$ cat src/rtl/rc_nrzi_unstuff.sv
// USB receive front end: SYNC lock, NRZI decode, bit unstuffing and EOP detection.
// Optional build macro RC_NRZI_STRICT_EOP_EN: exact two-SE0 EOP and SE1 abort in every non-idle state.
module rc_nrzi_unstuff #(
    parameter int SYNC_LEN  = 8,
    parameter int STUFF_RUN = 6,
    parameter int MAX_BITS  = 1024
) (
    input  logic clk,
    input  logic rst_n,
    input  logic dp,
    input  logic dm,
    output logic s_in,
    output logic s_valid,
    output logic start_rc_crc,
    output logic end_rc_crc,
    output logic rx_active,
    output logic rc_abort,
    output logic stuff_err
);

    localparam int SW = $clog2(SYNC_LEN);
    localparam int OW = $clog2(STUFF_RUN + 1);
    localparam int BW = $clog2(MAX_BITS + 1);

    localparam logic [1:0] LINE_SE0 = 2'b00;
    localparam logic [1:0] LINE_K   = 2'b01;
    localparam logic [1:0] LINE_J   = 2'b10;
    localparam logic [1:0] LINE_SE1 = 2'b11;

    localparam logic [SW-1:0] SYNC_LAST = SW'(SYNC_LEN - 1);
    localparam logic [OW-1:0] ONES_MAX  = OW'(STUFF_RUN);
    localparam logic [BW-1:0] BITS_MAX  = BW'(MAX_BITS);

    typedef enum logic [2:0] {
        ST_IDLE,
        ST_SYNC,
        ST_DATA,
        ST_EOP,
        ST_WAIT_J
    } state_t;

    state_t        state_q, state_d;
    logic [1:0]    line_q, line_d;
    logic [1:0]    prev_q, prev_d;
    logic [SW-1:0] sync_cnt_q, sync_cnt_d;
    logic [OW-1:0] ones_q, ones_d;
    logic [BW-1:0] bit_cnt_q, bit_cnt_d;
    logic          first_q, first_d;
    logic          eop_ok_q, eop_ok_d;
    logic          s_in_q, s_in_d;
    logic          s_valid_q, s_valid_d;
    logic          start_q, start_d;
    logic          end_q, end_d;
    logic          rx_active_q, rx_active_d;
    logic          abort_q, abort_d;
    logic          stuff_err_q, stuff_err_d;

    logic [1:0]    data_line;
    logic          bit_val;
    logic          sync_toggle;

    always_ff @(posedge clk or negedge rst_n) begin
        if (!rst_n) begin
            state_q     <= ST_IDLE;
            line_q      <= '0;
            prev_q      <= '0;
            sync_cnt_q  <= '0;
            ones_q      <= '0;
            bit_cnt_q   <= '0;
            first_q     <= 1'b0;
            eop_ok_q    <= 1'b0;
            s_in_q      <= 1'b0;
            s_valid_q   <= 1'b0;
            start_q     <= 1'b0;
            end_q       <= 1'b0;
            rx_active_q <= 1'b0;
            abort_q     <= 1'b0;
            stuff_err_q <= 1'b0;
        end else begin
            state_q     <= state_d;
            line_q      <= line_d;
            prev_q      <= prev_d;
            sync_cnt_q  <= sync_cnt_d;
            ones_q      <= ones_d;
            bit_cnt_q   <= bit_cnt_d;
            first_q     <= first_d;
            eop_ok_q    <= eop_ok_d;
            s_in_q      <= s_in_d;
            s_valid_q   <= s_valid_d;
            start_q     <= start_d;
            end_q       <= end_d;
            rx_active_q <= rx_active_d;
            abort_q     <= abort_d;
            stuff_err_q <= stuff_err_d;
        end
    end

    always_comb begin
        line_d      = {dp, dm};
        state_d     = state_q;
        prev_d      = prev_q;
        sync_cnt_d  = sync_cnt_q;
        ones_d      = ones_q;
        bit_cnt_d   = bit_cnt_q;
        first_d     = first_q;
        eop_ok_d    = eop_ok_q;
        s_in_d      = s_in_q;
        s_valid_d   = 1'b0;
        start_d     = 1'b0;
        end_d       = 1'b0;
        rx_active_d = rx_active_q;
        abort_d     = 1'b0;
        stuff_err_d = 1'b0;
        bit_val     = 1'b0;
        sync_toggle = ((line_q == LINE_J) && (prev_q == LINE_K)) ||
                      ((line_q == LINE_K) && (prev_q == LINE_J));
`ifdef RC_NRZI_STRICT_EOP_EN
        data_line   = line_q;
`else
        // Lenient build: a stray SE1 inside the payload decodes as J.
        data_line   = (line_q == LINE_SE1) ? LINE_J : line_q;
`endif

        unique case (state_q)
            ST_IDLE: begin
                if (line_q == LINE_K) begin
                    sync_cnt_d = SW'(1);
                    prev_d     = LINE_K;
                    state_d    = ST_SYNC;
                end
            end

            ST_SYNC: begin
                if (line_q == LINE_SE1) begin
                    abort_d  = 1'b1;
                    eop_ok_d = 1'b0;
                    state_d  = ST_WAIT_J;
                end else if (sync_toggle && (sync_cnt_q < SYNC_LAST)) begin
                    sync_cnt_d = sync_cnt_q + 1'b1;
                    prev_d     = line_q;
                end else if ((line_q == LINE_K) && (prev_q == LINE_K) &&
                             (sync_cnt_q == SYNC_LAST)) begin
                    state_d     = ST_DATA;
                    prev_d      = LINE_K;
                    ones_d      = '0;
                    bit_cnt_d   = '0;
                    first_d     = 1'b1;
                    eop_ok_d    = 1'b0;
                    rx_active_d = 1'b1;
                end else begin
                    // Not a recognised SYNC yet, so drop back without an abort.
                    state_d = ST_IDLE;
                end
            end

            ST_DATA: begin
                if (line_q == LINE_SE0) begin
                    state_d = ST_EOP;
`ifdef RC_NRZI_STRICT_EOP_EN
                end else if (line_q == LINE_SE1) begin
                    abort_d     = 1'b1;
                    rx_active_d = 1'b0;
                    eop_ok_d    = 1'b0;
                    state_d     = ST_WAIT_J;
`endif
                end else begin
                    bit_val = (data_line == prev_q);
                    prev_d  = data_line;
                    if (ones_q == ONES_MAX) begin
                        if (bit_val) begin
                            stuff_err_d = 1'b1;
                            abort_d     = 1'b1;
                            rx_active_d = 1'b0;
                            eop_ok_d    = 1'b0;
                            state_d     = ST_WAIT_J;
                        end else begin
                            ones_d = '0;
                        end
                    end else begin
                        s_valid_d = 1'b1;
                        s_in_d    = bit_val;
                        start_d   = first_q;
                        first_d   = 1'b0;
                        ones_d    = bit_val ? ones_q + 1'b1 : '0;
                        bit_cnt_d = bit_cnt_q + 1'b1;
                        // Babble: the bit that reaches the limit is still delivered.
                        if (bit_cnt_d == BITS_MAX) begin
                            abort_d     = 1'b1;
                            rx_active_d = 1'b0;
                            eop_ok_d    = 1'b0;
                            state_d     = ST_WAIT_J;
                        end
                    end
                end
            end

            ST_EOP: begin
                state_d = ST_WAIT_J;
                if (line_q == LINE_SE0) begin
                    eop_ok_d = 1'b1;
                end else begin
                    abort_d     = 1'b1;
                    rx_active_d = 1'b0;
                    eop_ok_d    = 1'b0;
                end
            end

            ST_WAIT_J: begin
                unique case (line_q)
                    LINE_J: begin
                        end_d       = eop_ok_q;
                        rx_active_d = 1'b0;
                        eop_ok_d    = 1'b0;
                        state_d     = ST_IDLE;
                    end
                    LINE_SE1: begin
                        abort_d     = 1'b1;
                        rx_active_d = 1'b0;
                        eop_ok_d    = 1'b0;
                    end
`ifdef RC_NRZI_STRICT_EOP_EN
                    LINE_SE0: begin
                        if (eop_ok_q) begin
                            abort_d     = 1'b1;
                            rx_active_d = 1'b0;
                            eop_ok_d    = 1'b0;
                        end
                    end
`endif
                    default: ;
                endcase
            end

            default: state_d = ST_IDLE;
        endcase
    end

    assign s_in         = s_in_q;
    assign s_valid      = s_valid_q;
    assign start_rc_crc = start_q;
    assign end_rc_crc   = end_q;
    assign rx_active    = rx_active_q;
    assign rc_abort     = abort_q;
    assign stuff_err    = stuff_err_q;

endmodule

$ cat config.mk
export PLATFORM = sky130hd
export DESIGN_NAME = rc_nrzi_unstuff
export DESIGN_NICKNAME = d
export VERILOG_FILES = /design/src/rtl/rc_nrzi_unstuff.sv
export SDC_FILE = /design/constraint.sdc
export NUM_CORES = 1
export LEC_CHECK = 0
export ABC_CLOCK_PERIOD_IN_PS = 4600
export BUFFER_PORTS_ARGS = -buffer_cell sky130_fd_sc_hd__buf_2
export CAP_MARGIN = 10
export CORE_ASPECT_RATIO = 2
export CORE_MARGIN = 1
export CORE_UTILIZATION = 50
export CTS_CLUSTER_DIAMETER = 120
export DETAILED_ROUTE_END_ITERATION = 10
export GPL_ROUTABILITY_DRIVEN = 0
export PLACE_DENSITY = 0.72
export SYNTH_ARGS = -nofsm -noshare
export SYNTH_HDL_FRONTEND = slang
export SYNTH_SLANG_ARGS = --single-unit
$ cat constraint.sdc
create_clock -name clk -period 4.6 [get_ports clk]
set_clock_uncertainty 0.1 [all_clocks]
set_input_delay 0.23 -clock clk [delete_from_list [all_inputs] [get_ports clk]]
set_output_delay 0.23 -clock clk [all_outputs]
set_load 0.03 [all_outputs]
# Yosys cells after proc, flatten, opt, wreduce, memory -nomap -nowiden
# Index checks and enable logic that the tools add are counted.
totals:
  register_bits: 33
  in_bits: 4
  elab_cells: 144
op_classes:
  n_addsub: 3
  n_lt_le_gt_ge: 1
  n_eq_ne: 31
  muxes: 70
  bitwise: 2
  reduce_logical: 22
ops:
  columns: ["op", "count"]
  rows:
  - ["$mux 11", 5]
  - ["$mux 3", 17]
  - ["$mux 1", 32]
  - ["$pmux 11 s2", 1]
  - ["$ne 2x2->1 const B", 10]
  - ["$ne 3x3->1 const B", 6]
  - ["$pmux 3 s5", 1]
  - ["$mux 2", 7]
  - ["$pmux 3 s2", 2]
  - ["$reduce_and 6->1", 2]
  - ["$add 11x1->11 const B", 1]
  - ["$eq 11x11->1 const B", 1]
  - ["$reduce_and 5->1", 2]
  - ["$eq 3x3->1 const B", 3]
  - ["$reduce_and 9->1", 1]
  - ["$ne 4x4->1 const B", 2]
  - ["$pmux 1 s4", 2]
  - ["$reduce_and 7->1", 1]
  - ["$add 3x1->3 const B", 2]
  - ["$eq 2x2->1 const B", 3]
  - ["$eq 3x2->1 const B", 2]
  - ["$pmux 2 s3", 1]
  - ["$logic_and 1x1->1", 5]
  - ["$eq 2x1->1 const B", 2]
  - ["15 further kinds", 18]

# Logic depth before layout (Yosys ltp)
# Gate-level depths: netlist of the first run.
depth:
  depth_word: 7
  depth_mapped: 9
  ltp_nobuf: 9

# Worst setup path after synthesis of the first run
# No wires, ideal clock.
synth_path:
  path_type: "register to register"
  from: "reg ones_q[0]"
  to: "reg bit_cnt_q[10]"
  setup_time_ns: 0.110
  t_arrival_ns: 1.849
  path_slack_ns: 2.540
  path_stages_with_launch: 7
  synth_period_minus_slack_ns: 2.060
  cell_sequence: "dfrtp_1 > inv_1 > ha_1 > and2_2 > or4_1 > buf_2 > o41ai_1"
synth_via:
  elab_chain_len: 3
synth_rtl:
  columns: ["element", "line_no", "rtl"]
  rows:
  - ["start: declaration", "46", "logic [OW-1:0] ones_q, ones_d;"]
  - ["start signal: assignment", "84", "ones_q <= ones_d;"]
  - ["$eq 3x3->1", "169", "if (ones_q == ONES_MAX) begin"]
  - ["$ne 2x2->1 (no line)", null, null]
  - ["$reduce_and 6->1 (no line)", null, null]
  - ["end signal: assignment", "85", "bit_cnt_q <= bit_cnt_d;"]
  - ["end: declaration", "47", "logic [BW-1:0] bit_cnt_q, bit_cnt_d;"]
# Every way passes these cells.
# A chain may end at the register's enable or synchronous reset.

# Worst setup path in the final report of the first run
layout_path:
  from: "reg ones_q[0]"
  to: "reg bit_cnt_q[9]"
# Same word-level chain as after synthesis.

==> results.json, run 1 <==
{
  "status": "completed",
  "cts_tree": "yes",
  "hpwl_um": 3021,
  "yosysWarningCount": 0,
  "place_inst": 252,
  "coreArea_um2": 3607,
  "drcViolationCount": 0,
  "fin_worst_hold_slack_ns": 0.3776,
  "io_pins": 11,
  "critPathMostFrequentCell": "o21ai_1",
  "ant_nets": 0,
  "startpoint_type": "flop",
  "async_reset_ff_share_pct": 100.0,
  "final_cells": 263,
  "critPathCaptureType": "flop",
  "critPathArrivalTime_ns": 2.70,
  "ys.flop_type": "dfrtp_1",
  "cap_violations": 0,
  "synth_seq_cells": 33,
  "viasPerCell": 6.163,
  "synth_edf_count": 0,
  "crit_chain": "inv_1 > ha_1 > and2_2 > or4_1 > inv_2 > nor2_1 > o21ai_1 > o21ai_1",
  "grt_pass1_vias": 1658,
  "synthCells": 206,
  "area_growth_pct": 10.37,
  "worstSetupPathType": "flop to flop",
  "hold_path_class": "flop to flop",
  "slew_violations": 0,
  "n_antenna_cell": 0,
  "cp_top_family": "simple AND/OR/NAND/NOR gates",
  "max_slew_margin_pct": 52.30,
  "start_util_pct": 51.82,
  "first_pass_iters": 4,
  "row_count": 31,
  "antenna_found_initial": 0,
  "period_needed_ns": 2.648,
  "wirelength_um": 4172,
  "clkLatencyLatePin_ns": 0.28,
  "critical_path.slowest_cell": "or4_1",
  "cp_data_required_time_ns": 4.65,
  "yosys.area.top_type_share_pct": 44.18,
  "fillers": 319,
  "nets": 222,
  "period_share_pct": 57.56,
  "track_usage_pct": 23.89,
  "via_count": 1621,
  "syn_nets": 215,
  "synth_area_leaders": "dfrtp_1 (44%), o21ai_1 (6.4%), nor2_1 (4.2%), nand2_1 (3.6%), ha_1 (3.3%)",
  "drive_above_1_share_pct": 11.21,
  "initialDrtViolationCount": 54,
  "cts_buffers": 5,
  "yosysTopAreaCell": "dfrtp_1",
  "grt_first_pass_wirelength_um": 6941,
  "grt_max_degree": 34,
  "crit_buf_inv": 2,
  "io_buffers": 10,
  "netlist-cell-type-count": 51,
  "hold_viol": 0,
  "ctsHtreeMaxLevel": 2,
  "routedWlPerCell_um": 15.86,
  "cts_sinks": 33,
  "syn-cell-area_um2": 1869,
  "powerDensity_nw_per_um2": 316.0,
  "die_h_um": 88.47,
  "ir_worst_vdd_mv": 0.2462,
  "finalSetupViolations": 0,
  "maxClockFrequency_mhz": 377.7,
  "power.total_uw": 651.9,
  "clock-root-buffer": "clkbuf_8",
  "final.setup.tns_ns": 0,
  "die-area_um2": 4002,
  "cts-resized-gates": 0,
  "cp_max_fo": 14,
  "leakage_uw": 0.0009541,
  "synth_seq_area_share_pct": 44.18,
  "die_x_um": 45.24,
  "path_clk_slew_ns": 0.07,
  "rsz0062_at_grt": "no",
  "grt_overflow": 0,
  "worstMarginPinSlew_ns": 0.7155,
  "avgSynthCellArea_um2": 9.074,
  "cts_max_path_buffers": 2,
  "critPathMaxStageDelay_ns": 0.75
}
## per-stage QoR
stage / utilization [%] / worst slack [ns] / area (um^2)
after floorplan: - / 2.540 / 1869
after global placement: 53.14 / 2.104 / 1917
after detailed placement: 53.14 / 1.988 / 1917
after CTS: 57.20 / 1.955 / 2063
after global routing: 57.20 / 1.800 / 2063
final: 57.20 / 1.952 / 2063
## area by class of cell
| class | instances | area (um^2) | share of cell area [%] |
|---|---|---|---|
| clock buffers | 7 | 86.33 | 4.184 |
| clock inverters | 1 | 30.03 | 1.455 |
| inverters | 7 | 26.28 | 1.273 |
| multi-input cells | 153 | 953.4 | 46.21 |
| flip-flops and latches | 33 | 825.8 | 40.02 |
| well taps | 49 | 61.31 | 2.971 |
| repair buffers | 13 | 80.08 | 3.881 |
## where the power goes
part,leakage (uW),total (uW),switching (uW),internal (uW)
clock,0.0000585,279,102,177
sequential,0.000443,319,20.1,299
combinational,0.000452,54.4,31.1,23.3
## final timing paths
check | from | end | slack, ns | cells past startpoint
worst min register to register | first_q | first_q | 0.38 | 1
max in group asynchronous | rst_n | ones_q[0] | 3.50 | 2
worst max-delay path | ones_q[0] | bit_cnt_q[9] | 1.95 | 8
worst max register to register | ones_q[0] | bit_cnt_q[9] | 1.95 | 8
min in group asynchronous | rst_n | end_rc_crc | 0.45 | 2
worst min-delay path | first_q | first_q | 0.38 | 1
## cells in the final DEF (no fill, tap or decap), types with 3 or more instances in the layout
master	instances
a22o_1	3
nor4_1	4
nor2b_1	3
buf_2	10
and2_2	3
nand3_1	6
clkbuf_8	6
a211o_1	3
ha_1	5
xor2_1	4
nand2_1	18
a21oi_1	8
o21ai_1	24
a31oi_1	4
nor2_1	21
dlygate4sd3_1	3
o21ai_0	3
nand4_1	7
dfrtp_1	33
a21o_1	3
inv_1	6
## synthesized netlist by cell type, types with 4 or more instances
cell type,instances
clkbuf_1,8
nor2_1,21
nor4_1,4
nand2_1,18
ha_1,5
a31oi_1,4
nand3_1,6
xor2_1,4
nand4_1,7
inv_1,6
o21ai_1,24
dfrtp_1,33
a21oi_1,8
## registers in the layout (all words and copies together) (netlist names)
name / count
bit_cnt_q: 11
ones_q: 3
state_q: 3
sync_cnt_q: 3
line_q: 2
prev_q: 2
end_rc_crc: 1
eop_ok_q: 1
first_q: 1
rc_abort: 1
rx_active: 1
s_in: 1
s_valid: 1
start_rc_crc: 1
stuff_err: 1
## kinds of logic (layout without fill, tap and decap cells)
| family | count (synthesis) | in the layout | share of synthesized area [%] |
|---|---|---|---|
| xor+xnor | 5 | 5 | 2.343 |
| mux | 3 | 3 | 1.673 |
| compound gates | 66 | 66 | 23.63 |
| buf+inv | 20 | 28 | 4.819 |
| flops | 33 | 33 | 44.18 |
| simple gates | 74 | 74 | 20.01 |
| fa+ha+maj | 5 | 5 | 3.347 |
## routing by layer
metal / GRT usage (%) / wire length (um) / vias up / part of all wire, %
li1: - / - / 767 / -
met1: 21.36 / 1448 / 789 / 35
met2: 46.25 / 2438 / 51 / 58
met3: 3.878 / 114 / 14 / 2.7
met4: 14.05 / 170 / 0 / 4.1
met5: 0 / 0 / - / 0
## repair_timing
item / in CTS / in global routing
hold buffers: 3 / 0
buffers inserted: 0 / 0
endpoints found under the hold margin: 35 / 0
Power figures use the tool's default switching activity.
==> run 2: changes to the inputs <==
--- a/config.mk
+++ b/config.mk
@@ -5,7 +5,8 @@
 export SDC_FILE = /design/constraint.sdc
 export NUM_CORES = 1
 export LEC_CHECK = 0
-export ABC_CLOCK_PERIOD_IN_PS = 4600
+export ABC_AREA = 1
+export ABC_CLOCK_PERIOD_IN_PS = 2400
 export BUFFER_PORTS_ARGS = -buffer_cell sky130_fd_sc_hd__buf_2
 export CAP_MARGIN = 10
 export CORE_ASPECT_RATIO = 2
@@ -14,7 +15,7 @@
 export CTS_CLUSTER_DIAMETER = 120
 export DETAILED_ROUTE_END_ITERATION = 10
 export GPL_ROUTABILITY_DRIVEN = 0
-export PLACE_DENSITY = 0.72
+export PLACE_DENSITY = 0.74
 export SYNTH_ARGS = -nofsm -noshare
 export SYNTH_HDL_FRONTEND = slang
 export SYNTH_SLANG_ARGS = --single-unit
==> constraint.sdc (replaced) <==
create_clock -name clk -period 2.4 [get_ports clk]
set_clock_uncertainty 0.1 [all_clocks]
set_input_delay 0.12 -clock clk [delete_from_list [all_inputs] [get_ports clk]]
set_output_delay 0.12 -clock clk [all_outputs]
set_load 0.03 [all_outputs]
==> run 2 against run 1 <==
  * Sequential share of layout area is 0.29 points higher
  * Global-route usage is 0.094 points lower
  * Clock power grew 41%
  * Final cell count grew 16%
  * Register-to-register slack worse by 1.5 ns
  * Flip-flop and latch count unchanged
  * Power increased to 3.0 times the previous value
  * Sequential power rose by 140%
  * Critical path depth grew 4
  * Via count is 3.2% lower
  * Critical endpoint is now rx_active
  * Synthesized cell count increased by 15%
  * Design area down 0.73%
==> results.json, run 2 <==
{
  "row_count": 30,
  "leakage_uw": 0.001039,
  "ant_nets": 0,
  "synth_area_leaders": "dfrtp_1 (45%), nand2_1 (13%), nand3_1 (6.3%), inv_1 (6.2%), nor2_1 (4.7%)",
  "slew_violations": 0,
  "grt_overflow": 0,
  "yosysWarningCount": 0,
  "layout_common_cells": "nand2_1 (64), dfrtp_1 (33), inv_1 (30)",
  "yosysTopAreaCell": "dfrtp_1",
  "reg2reg_depth": 12,
  "start_util_pct": 52.86,
  "power.total_uw": 1955,
  "cap_violations": 0,
  "critical_path.slowest_cell": "dfrtp_1",
  "synth_seq_cells": 33,
  "critPathMostFrequentCell": "nand2_1",
  "cts_max_path_buffers": 2,
  "coreArea_um2": 3453,
  "ir_worst_vdd_mv": 0.7717,
  "critPathMaxStageDelay_ns": 0.41,
  "synth_seq_area_share_pct": 45.24,
  "yosys.area.top_type_share_pct": 45.24,
  "period_share_pct": 82.31,
  "finalSetupViolations": 0,
  "synth.most_common_cell": "nand2_1",
  "hold_path_class": "input port to async pin",
  "n_antenna_cell": 0,
  "cts_sinks": 33,
  "synth_edf_count": 0,
  "startpoint_type": "flop",
  "antenna_found_initial": 0,
  "track_usage_pct": 23.79,
  "via_count": 1569,
  "avgSynthCellArea_um2": 7.703,
  "synthCells": 237,
  "largest_reg_flops": 11,
  "routedWlPerCell_um": 12.80,
  "viasPerCell": 5.127,
  "maxClockFrequency_mhz": 506.2,
  "r2r-end": "rx_active",
  "die_h_um": 87.45,
  "grt_pass1_vias": 1578,
  "worstMarginPinSlew_ns": 0.7306,
  "place_inst": 295,
  "dpl_cell_area_um2": 1936,
  "multiInputGateArea_um2": 854.6,
  "cp_max_fo": 5,
  "netlist-cell-type-count": 27,
  "worstSetupPathType": "flop to flop",
  "final.setup.tns_ns": 0,
  "top_register": "bit_cnt_q",
  "die_x_um": 44.73,
  "cts_buffers": 5,
  "fillers": 337,
  "first_pass_iters": 4,
  "clkLatencyLatePin_ns": 0.28,
  "io_pins": 11,
  "max_slew_margin_pct": 51.30,
  "period_needed_ns": 1.975,
  "final_cells": 306,
  "ctsHtreeMaxLevel": 2,
  "clock-root-buffer": "clkbuf_8",
  "powerDensity_nw_per_um2": 954.5,
  "async_reset_ff_share_pct": 100.0,
  "final_common_cell": "nand2_1",
  "cts_tree": "yes",
  "seqCellArea_um2": 825.8,
  "crit_chain": "ha_1 > nand2_1 > nor2_1 > nand3_1 > nand2_1 > nand2_1 > nor2_1 > nand2_1 > nand3_1 > nand3_1 > nand2_1 > nand2_1",
  "drive_above_1_share_pct": 12.79,
  "io_buffers": 10,
  "nets": 266,
  "r2r_slack_ns": 0.42,
  "wirelength_um": 3917,
  "drcViolationCount": 0,
  "grt_first_pass_wirelength_um": 6720,
  "critPathCaptureType": "flop",
  "cp_data_required_time_ns": 2.47,
  "path_clk_slew_ns": 0.07,
  "ys.flop_type": "dfrtp_1",
  "final_area_um2": 2048,
  "yosys-top-cells-count": "nand2_1 (64), dfrtp_1 (33), inv_1 (30), nand3_1 (23), nor2_1 (23)",
  "hold_viol": 0,
  "critPathArrivalTime_ns": 2.04,
  "hpwl_um": 3003,
  "initialDrtViolationCount": 43,
  "syn-cell-area_um2": 1826,
  "r2r-start": "bit_cnt_q[0]",
  "rsz0062_at_grt": "no",
  "die-area_um2": 3911,
  "syn_nets": 246,
  "area_growth_pct": 12.20,
  "status": "completed",
  "grt_max_degree": 34
}
## run 2: changes by cell type after synthesis, moves of 4 or more
cell	before	now
o22ai_1	0	5
nand4_1	7	2
nand3_1	6	23
o21ai_1	24	4
clkbuf_1	8	0
inv_2	1	7
nor4_1	4	0
a31oi_1	4	0
inv_1	6	30
nand2_1	18	64
o21ai_0	3	12
## run 2: power by group
| part | switching [uW] | internal [uW] |
|---|---|---|
| logic | 529 | 259 |
| registers | 95.5 | 678 |
| clock network | 193 | 201 |
## run 2: logic make-up after synthesis
kind of cell / Yosys count / synth area share [%]
flip-flops: 33 / 45.24
buffers and inverters: 38 / 7.951
adder cells (fa/ha/maj): 5 / 3.427
AND/OR/NAND/NOR: 123 / 30.50
XOR/XNOR: 3 / 1.440
AO/OA/AOI/OAI: 35 / 11.45
## run 2: per-layer routing
layer	GRT usage [%]	vias to the layer above	share of wire, %
met4	12.67	0	2.7
met3	3.942	7	2.3
li1	-	806	-
met2	45.86	31	59
met1	21.97	725	36
met5	0	-	0
## run 2: how the worst max path moves through the flow
stage / startpoint / to / slack, ns / cells past startpoint
3_3_place_gp: bit_cnt_q[0] / rx_active / 0.46 / 12
4_1_cts: bit_cnt_q[0] / rx_active / 0.42 / 12
6_report: bit_cnt_q[0] / rx_active / 0.42 / 12
5_1_grt: bit_cnt_q[0] / rx_active / 0.19 / 12
2_1_floorplan: bit_cnt_q[0] / rx_active / 0.73 / 12
3_5_place_dp: bit_cnt_q[0] / rx_active / 0.44 / 12
## run 2: cell type report
cell class,count,share of cell area (%)
Clock buffer,6,3.543
Clock inverter,2,0.4887
Inverter,38,7.086
Multi-Input combinational cell,166,41.72
Sequential cell,33,40.32
Tap cell,48,2.932
Timing Repair Buffer,13,3.910
## run 2: repair_timing
item                      in CTS  in global routing
hold endpoints to repair      35                  0
hold buffers                   3                  0
setup buffers                  0                  0
resized for setup              0                  0
## run 2: critical path: cells and delay by family, from the launching register on
family / cells / cell delay, ns
adders and majority gates: 1 / 0.22
DFF: 1 / 0.41
and+or+nand+nor: 11 / 1.14
## run 2: per-stage QoR
stage                     setup slack [ns]  hold slack, ns  util, %
after floorplan                     0.7317         -0.2756        -
after CTS                           0.4166          0.3565    59.31
after detailed placement            0.4449          0.1215    56.05
after global placement              0.4597          0.1093    56.05
final                               0.4245          0.3274    59.31
after global routing                0.1949          0.3789    59.31
==> run 3: changes to the inputs <==
--- a/config.mk
+++ b/config.mk
@@ -6,7 +6,7 @@
 export NUM_CORES = 1
 export LEC_CHECK = 0
 export ABC_AREA = 1
-export ABC_CLOCK_PERIOD_IN_PS = 2400
+export ABC_CLOCK_PERIOD_IN_PS = 1750
 export BUFFER_PORTS_ARGS = -buffer_cell sky130_fd_sc_hd__buf_2
 export CAP_MARGIN = 10
 export CORE_ASPECT_RATIO = 2
==> constraint.sdc (replaced) <==
create_clock -name clk -period 1.75 [get_ports clk]
set_clock_uncertainty 0.1 [all_clocks]
set_input_delay 0.0875 -clock clk [delete_from_list [all_inputs] [get_ports clk]]
set_output_delay 0.0875 -clock clk [all_outputs]
set_load 0.03 [all_outputs]
==> run 3 against run 2 <==
  * The run now ends with setup timing left
  * Critical path depth unchanged
  * Global-route usage increased by 2.5 points
  * Via count increased by 13%
  * Largest cell class unchanged
  * Highest routed layer unchanged
==> results.json, run 3 (synthesis gave the netlist of run 2 again) <==
{
  "status": "finished, violations left",
  "violations": "setup timing",
  "period_needed_ns": 1.803,
  "wirelength_um": 4735,
  "path_clk_slew_ns": 0.06,
  "row_count": 30,
  "coreArea_um2": 3453,
  "hpwl_um": 3251,
  "critPathMaxStageDelay_ns": 0.39,
  "worstMarginPinSlew_ns": 0.7479,
  "final.setup.tns_ns": -0.1799,
  "clkLatencyLatePin_ns": 0.29,
  "grt_max_degree": 34,
  "startpoint_type": "flop",
  "area_growth_pct": 34.54,
  "track_usage_pct": 26.27,
  "critPathCaptureType": "flop",
  "critical_path.slowest_cell": "dfrtp_1",
  "crit_chain": "ha_4 > nand2_4 > nor2_4 > nand2_2 > nand2_2 > nand3_1 > nor2_2 > nand2_2 > nand3_2 > nand3_1 > nand2_1 > nand2_1",
  "via_count": 1771,
  "ctsHtreeMaxLevel": 2,
  "start_util_pct": 52.86,
  "viasPerCell": 5.302,
  "first_pass_iters": 4,
  "clock-root-buffer": "clkbuf_8",
  "grt_pass1_vias": 1780,
  "cap_violations": 0,
  "drcViolationCount": 0,
  "io_pins": 11,
  "crit_buf_inv": 0,
  "cts_sinks": 33,
  "critPathArrivalTime_ns": 1.88,
  "reg2reg_depth": 12,
  "finalSetupViolations": 7,
  "hold_path_class": "input port to async pin",
  "nets": 295,
  "top_register": "bit_cnt_q",
  "largest_reg_flops": 11,
  "final_common_cell": "nand2_1",
  "die-area_um2": 3911,
  "cp_top_family": "simple AND/OR/NAND/NOR gates",
  "cp_num_cells": 12,
  "drive_above_1_share_pct": 33.92,
  "layout_common_cells": "nand2_1 (54), dfrtp_1 (30), inv_1 (27), buf_4 (27), nor2_1 (17)",
  "cts_tree": "yes",
  "die_x_um": 44.73,
  "finish.utilization_pct": 71.12,
  "io_buffers": 10,
  "routedWlPerCell_um": 14.18,
  "ir_worst_vdd_mv": 0.8567,
  "worstSetupPathType": "flop to flop",
  "n_antenna_cell": 0,
  "grt_first_pass_wirelength_um": 7369,
  "die_h_um": 87.45,
  "cts_buffers": 5,
  "powerDensity_nw_per_um2": 1303,
  "cts_max_path_buffers": 2,
  "hold_viol": 0,
  "rsz0062_at_grt": "yes",
  "ant_nets": 0,
  "maxClockFrequency_mhz": 554.6,
  "antenna_found_initial": 0,
  "critPathMostFrequentCell": "nand2_2",
  "cp_max_fo": 4,
  "finalWorstSetupSlack_ns": -0.05316,
  "leakage_uw": 0.001204,
  "cp_data_required_time_ns": 1.83,
  "period_share_pct": 103.0,
  "initialDrtViolationCount": 52,
  "max_slew_margin_pct": 50.14,
  "slew_violations": 0,
  "grt_overflow": 0
}
run 3: cell types whose count changed in the layout (fill, tap and decap cells not counted), sizes merged:
cell / previous run / this run
buf: 10 / 39
inv: 38 / 37
clkinv: 2 / 0
clkinvlp: 0 / 1
clkbuf: 6 / 7
run 3: per-stage QoR:
| stage | instances | hold WS [ns] | power (uW) | worst slack, ns | cell area [um^2] |
|---|---|---|---|---|---|
| floorplan | 237 | -0.3081 | 1884 | 0.08175 | 1826 |
| global placement | 319 | 0.08390 | 2365 | -0.08413 | 2116 |
| detailed placement | 319 | 0.08193 | 2380 | -0.08304 | 2116 |
| CTS | 330 | 0.3071 | 3062 | 0.0001599 | 2305 |
| global route | 334 | 0.3343 | 3411 | -0.1466 | 2456 |
| finish | 334 | 0.3003 | 3201 | -0.05316 | 2456 |
run 3: final cells by class:
| type | count | area [um^2] |
|---|---|---|
| clock buffer | 7 | 86.33 |
| inverter | 38 | 153.9 |
| fill | 301 | 997.2 |
| tap | 48 | 60.06 |
| multi-input combinational | 166 | 1012 |
| sequential | 33 | 829.5 |
| timing repair buffer | 42 | 314.1 |
run 3: worst paths after layout:
kind	slack, ns	end	from
hold / removal	0.30	bit_cnt_q[1]	rst_n
setup reg to reg	-0.05	eop_ok_q	bit_cnt_q[0]
setup / recovery	-0.05	eop_ok_q	bit_cnt_q[0]
min in group clk	0.34	line_q[0]	dm
max in group asynchronous	0.72	state_q[2]	rst_n
hold reg to reg	0.38	rx_active	rx_active
run 3: timing repair:
item | in CTS | in global routing
pin swaps | 8 | 5
endpoints found under the hold margin | 35 | 0
gates resized for setup | 13 | 35
hold buffers | 3 | 0
endpoints found under the setup margin | 6 | 26
setup buffers | 1 | 4
run 3: routing by layer:
metal	vias up	share of wire, %	global-route usage (%)
met3	19	2.4	4.357
met2	40	60	49.06
met1	846	33	23.66
met4	0	4.3	18.46
li1	866	-	-
met5	-	0	0
run 3: where the power goes:
part / internal, uW / leakage, uW / switching [uW]
combinational: 650 / 0.000727 / 905
sequential: 931 / 0.000432 / 137
clock: 312 / 0.0000443 / 265
total: 1890 / 0.00120 / 1310
